**config.mk**
```make
export PLATFORM = sky130hd
export DESIGN_NAME = ps4_client
export DESIGN_NICKNAME = d
export VERILOG_FILES = /design/src/rtl/ps4_client.sv
export SDC_FILE = /design/constraint.sdc
export NUM_CORES = 1
export LEC_CHECK = 0
export ABC_AREA = 1
export CAP_MARGIN = 20
export CORE_MARGIN = 1
export CORE_UTILIZATION = 57
export CTS_CLUSTER_SIZE = 25
export DETAILED_ROUTE_END_ITERATION = 8
export GPL_ROUTABILITY_DRIVEN = 0
export PLACE_DENSITY = 0.9
export SYNTH_ARGS = -nofsm -noshare
export SYNTH_HDL_FRONTEND = slang
export SYNTH_SLANG_ARGS = --single-unit
export TNS_END_PERCENT = 1
```
**constraint.sdc**
```tcl
create_clock -name clock -period 2.1 [get_ports clock]
set_input_delay 0.42 -clock clock [delete_from_list [all_inputs] [get_ports clock]]
set_output_delay 0.42 -clock clock [all_outputs]
set_load 0.05 [all_outputs]
```
**src/rtl/ps4_client.sv**
```systemverilog
// Client side of the ps4 fixed-priority selector: pending-job counters, request/enable drive,
// grant legality check and fixed-length burst sequencing. Optional req backoff: PS4_CLIENT_BACKOFF_EN.
module ps4_client #(
    parameter int BURST = 4,
    parameter int CNT_W = 3
) (
    input  logic       clock,
    input  logic       reset,
    input  logic [3:0] push,
    output logic [3:0] req,
    output logic       arb_en,
    input  logic [3:0] gnt,
    output logic [3:0] owner,
    output logic       beat,
    output logic [3:0] done,
    output logic [3:0] ovf,
    output logic       err
);
    localparam int BW = (BURST > 1) ? $clog2(BURST) : 1;
    localparam logic [BW-1:0]    LAST = BW'(BURST - 1);
    localparam logic [CNT_W-1:0] PMAX = '1;

    typedef enum logic {IDLE, BUSY} state_t;

    state_t                  state_q;
    logic [3:0][CNT_W-1:0]   pend_q, pend_d;
    logic [3:0]              req_q, req_d, nz_d, mask;
    logic [3:0]              owner_q, done_q, done_d, ovf_q, ovf_set;
    logic [BW-1:0]           cnt_q;
    logic                    beat_q, err_q, err_hit;
    logic                    gnt_legal, accept, finish;

    assign arb_en    = (state_q == IDLE) && (req_q != 4'b0);
    // Legal grant: exactly one bit, on a requesting client, while enabled.
    assign gnt_legal = arb_en && (gnt != 4'b0) && ((gnt & (gnt - 4'd1)) == 4'b0)
                       && ((gnt & ~req_q) == 4'b0);
    assign accept    = (state_q == IDLE) && gnt_legal;
    assign finish    = (state_q == BUSY) && (cnt_q == '0);
    assign err_hit   = (gnt != 4'b0) && ((state_q == BUSY) || !gnt_legal);

    always_comb begin
        for (int i = 0; i < 4; i++) begin
            pend_d[i]  = pend_q[i];
            ovf_set[i] = 1'b0;
            if (push[i] && !(accept && gnt[i])) begin
                if (pend_q[i] == PMAX) ovf_set[i] = 1'b1;
                else                   pend_d[i]  = pend_q[i] + CNT_W'(1);
            end else if (!push[i] && accept && gnt[i]) begin
                pend_d[i] = pend_q[i] - CNT_W'(1);
            end
            nz_d[i] = (pend_d[i] != '0);
        end
    end

`ifdef PS4_CLIENT_BACKOFF_EN
    // Hide the just-served client for one arbitration cycle when someone else is waiting.
    assign mask = (finish && ((nz_d & ~owner_q) != 4'b0)) ? owner_q : 4'b0;
`else
    assign mask = 4'b0;
`endif
    assign req_d = nz_d & ~mask;

    always_comb begin
        done_d = 4'b0;
        if (accept && (BURST == 1))                     done_d = gnt;
        else if ((state_q == BUSY) && (cnt_q == BW'(1))) done_d = owner_q;
    end

    always_ff @(posedge clock or posedge reset) begin
        if (reset) begin
            state_q <= IDLE;
            pend_q  <= '0;
            req_q   <= 4'b0;
            owner_q <= 4'b0;
            cnt_q   <= '0;
            beat_q  <= 1'b0;
            done_q  <= 4'b0;
            ovf_q   <= 4'b0;
            err_q   <= 1'b0;
        end else begin
            pend_q <= pend_d;
            req_q  <= req_d;
            done_q <= done_d;
            ovf_q  <= ovf_q | ovf_set;
            err_q  <= err_q | err_hit;
            case (state_q)
                IDLE: if (accept) begin
                    owner_q <= gnt;
                    cnt_q   <= LAST;
                    beat_q  <= 1'b1;
                    state_q <= BUSY;
                end
                BUSY: if (finish) begin
                    owner_q <= 4'b0;
                    beat_q  <= 1'b0;
                    state_q <= IDLE;
                end else begin
                    cnt_q <= cnt_q - BW'(1);
                end
                default: state_q <= IDLE;
            endcase
        end
    end

    assign req   = req_q;
    assign owner = owner_q;
    assign beat  = beat_q;
    assign done  = done_q;
    assign ovf   = ovf_q;
    assign err   = err_q;
endmodule

```
Word-level counts from Yosys, hierarchy flattened --
Cells that the tools add are included.
Cells by class: bitwise operators 6, eq/ne operators 8, $add $sub $neg 10, multiplexer cells 33, reduce and logical (&&, ||, !) cells 45
Operators by type and width (count):
- 3-bit 2-to-1 mux | 12
- 1-bit logical AND | 24
- 3-bit by 1-bit adder with 3-bit output (second input constant) | 4
- 3-bit == test (second input constant) | 4
- 1-bit 2-to-1 mux | 12
- 4-bit 2-to-1 mux | 3
- 3-bit nonzero test | 4
- 3-bit by 1-bit subtractor with 3-bit output (second input constant) | 4
- 1-bit logical NOT | 9
- 4-bit bitwise AND | 2
- 4-bit logical NOT | 2
- 4-bit one-hot mux with 2 select lines | 1
- 4-bit nonzero test | 2
- 2-bit 2-to-1 mux | 2
- 2-bit inequality test (second input constant) | 2
- 4-bit NOT | 1
- 4-bit bitwise OR | 1
- 1-bit one-hot mux with 2 select lines | 2
- 2-bit one-hot mux with 2 select lines | 1
- 2-bit AND reduction | 2
- 4-bit by 1-bit subtractor with 4-bit output (second input constant) | 1
- 2-bit by 1-bit == test with 1-bit output (second input constant) | 1
- 2-bit logical NOT | 1
- 2-bit by 1-bit inequality test with 1-bit output (second input constant) | 1
- 4 further kinds | 4
Storage, ports and cells: register bits 33, output and inout port bits 19, bits of input ports 10

Depth between registers and ports, before layout --
depth after elaboration 11, gate-level depth with buffers 13

Least setup slack after synthesis --
OpenSTA, ideal clock, no wires.
path kind flip-flop to flip-flop, start register req_q[0] (netlist: req[0]), end register req_q[0] (netlist: req[0]), cell stages (with the launch flop) 12, data arrival time 1.637 ns, setup time 0.119 ns, data required time 1.981 ns, setup slack 0.344 ns, period minus slack after synthesis 1.756 ns, cells stage by stage dfrtp_1 > nor2_1 > nand2_1 > nand2_1 > nor2_8 > nand2_4 > nor2_4 > nand2_1 > nand2_2 > nand3_2 > nor2_1 > nand2_1
RTL lines:
- start, declared | line 27 | logic [3:0] req_q, req_d, nz_d, mask;
- start signal, assigned | line 82 | req_q <= req_d;

Final worst setup path --
start register req_q[1] (netlist: req[1]), end output req[1]
RTL lines:
- end, declared | line 10 | output logic [3:0] req,
No word-level cell between the ends.

==> impl_metrics.tcl <==
set metrics [dict create \
    fp-row-count 19 \
    ys_ff_latch 33 \
    power_density_mw_per_mm2 1220 \
    syn_area_sq_mm 0.00177 \
    hp-class "in -> async" \
    detail-route-antenna-nets 0 \
    netlist.area_leader.share_pct 46.6 \
    cts.clk_slew.worst_paths_ns 0.10 \
    clockBufferDepth 2 \
    crit_arrival_ns 1.54 \
    grt_usage_pct 25.1 \
    max_stage_delay_ns 0.81 \
    htree_num_levels 2 \
    fmax_ghz 0.509 \
    port_buffers 28 \
    grt_pass1_wl_um 6220 \
    grt_pass1_vias 1525 \
    maxCapViolations 0 \
    core_sq_mm 0.00285 \
    vias_per_cell 5.19 \
    clkLatencyLatePin_ns 0.34 \
    fillers 186 \
    cts_buffers 5 \
    synth_fp_nets 243 \
    design_area_sq_mm 0.00226 \
    relSlewSlack_pct 66.3 \
    finalCritPeriodShare_pct 93.5 \
    drt-pass1-iter-count 6 \
    drc 1 \
    crit_type "reg -> out" \
    setup_viol 0 \
    vias 1562 \
    outcome "complete, but fails checks" \
    diodes 0 \
    slowest_stage "clkdlybuf4s50_1" \
    wl_um 3700 \
    cp_top_family "buffers and inverters" \
    post_cts_buffers 0 \
    ys_types 20 \
    avgSynthCellArea_sq_um 7.94 \
    drive_gt1_share_pct 10.0 \
    rsz0062_at_grt "no" \
    syn_inst 223 \
    hpwl_um 2800 \
    wire_per_inst_um 12.3 \
    leakage_uw 0.00123 \
    violations "DRC" \
    cp_max_fo 3 \
    cp_num_buf_inv 1 \
    drt_iter0_markers 50 \
    path_cells "clkdlybuf4s50_1" \
    finalHoldViolations 0 \
    tightest_slew_ns 0.504 \
    antenna_found_initial 0 \
    hold_buffers 0 \
    grt_remaining_overflow 0 \
    ys_seq_area_share_pct 46.6 \
    worstPathRequired_ns 1.68 \
    synthTopCellsByArea "dfrtp_1 47%, nand2_1 12%, inv_1 8.9%" \
    die_height_um 57.7 \
    crit_path_start_kind "flop" \
    hold_ws_ns 0.458 \
    synthToLayoutAreaGrowth_pct 27.9 \
    nNetsFinal 289 \
    dieArea_sq_mm 0.00333 \
    drv_slew 0 \
    synth_top_cell_by_area "dfrtp_1" \
    die_x_um 57.7 \
    start_util_pct 62.1 \
    cts-root-buf "clkbuf_4" \
    end_kind "output pin" \
    fin_skew_ns 0.00738 \
    cts_tree "done" \
    io-pin-count 29 \
    ys_warn_count 0 \
    cts.sinks 33 \
    place_area_sq_mm 0.00217 \
    fin_crit_ns 1.96 \
    grt_max_degree 34 \
    ir_worst_vdd_mv 0.836 \
]
what timing repair did:
item                       4_1_cts  5_1_grt
hold endpoints to repair         0        0
gates resized for setup          0        4
setup endpoints to repair        0        1
placed cells by master (no fill, tap or decap), drive strengths merged:
| cell | instances |
|---|---|
| o21bai | 4 |
| nor2 | 33 |
| a21o | 1 |
| clkbuf | 7 |
| xnor2 | 1 |
| dfrtp | 33 |
| ha | 10 |
| nand2 | 59 |
| nand4 | 3 |
| a21oi | 3 |
| o211ai | 1 |
| dlymetal6s2s | 4 |
| xor2 | 3 |
| o21ai | 8 |
| nand3 | 21 |
| bufinv | 1 |
| buf | 12 |
| a22oi | 1 |
| clkdlybuf4s50 | 23 |
| inv | 42 |
layer usage:
metal	GRT usage, %	wire, um	vias to the layer above
li1	-	-	783
met1	27.9	1560	715
met2	45.2	1870	51
met3	6.25	180	13
met4	11.6	91	0
met5	0	0	-
cells in the mapped netlist, drive strengths merged:
cell and instances:
nand3 21, xor2 3, nor2 33, o211ai 1, ha 10, dfrtp 33, inv 42, nand2 59
a21oi 3, nand4 3, o21bai 4, o21ai 8, xnor2 1, a22oi 1, a21o 1
sequential cells by signal, indices dropped and copies added (netlist names):
name	flops
done	4
req	4
state_q	1
err	1
ovf	4
beat	1
owner	4
cnt_q	2
pend_q	12
area by class of cell:
cell class / count / area [sq um] / share of cell area, %
Sequential cell: 33 / 826 / 36.5
Timing Repair Buffer: 39 / 370 / 16.4
Inverter: 42 / 158 / 6.96
Clock buffer: 7 / 55.1 / 2.43
Tap cell: 31 / 38.8 / 1.71
Clock inverter: 1 / 30.0 / 1.33
Multi-Input combinational cell: 148 / 787 / 34.8
power by group:
part,switching [uW],internal (uW),leakage (uW)
clock,206,284,0.0000455
sequential,116,809,0.000361
combinational,885,469,0.000825
total,1210,1560,0.00123
per-stage QoR:
stage | instances | worst slack (ns) | TNS, ns | power (uW) | utilization [%]
4_1_cts | 301 | 0.123 | 0 | 2780 | 79.0
3_5_place_dp | 293 | -0.149 | -0.991 | 2280 | 76.1
6_report | 301 | 0.136 | 0 | 2770 | 79.4
5_1_grt | 301 | 0.0929 | 0 | 2970 | 79.4
2_1_floorplan | 223 | 0.344 | 0 | 1900 | -
3_3_place_gp | 293 | -0.0983 | -0.338 | 2220 | 76.1
worst paths after layout:
check	from	endpoint	slack [ns]	cells after the start
worst max-delay path	req[1]$_DFF_PP0_	req[1]	0.14	1
worst min-delay path	reset	ovf[0]$_DFF_PP0_	0.46	3
worst max register to register	state_q$_DFF_PP0_	req[1]$_DFF_PP0_	0.39	10
worst min register to register	err$_DFF_PP0_	err$_DFF_PP0_	0.49	1
max in group asynchronous	reset	pend_q[8]$_DFF_PP0_	1.34	3
min in group clock	err$_DFF_PP0_	err$_DFF_PP0_	0.49	1
cells by family (layout without fill, tap and decap cells):
| kind of cell | count (synthesis) | count (layout) | synth area share [%] |
|---|---|---|---|
| adder cells (fa/ha/maj) | 10 | 10 | 7.07 |
| AND/OR/NAND/NOR | 116 | 116 | 29.3 |
| XOR/XNOR | 4 | 4 | 1.98 |
| buffers and inverters | 42 | 89 | 8.90 |
| flip-flops | 33 | 33 | 46.6 |
| AO/OA/AOI/OAI | 18 | 18 | 6.15 |
Note: power is estimated with default switching activity, not from simulation.
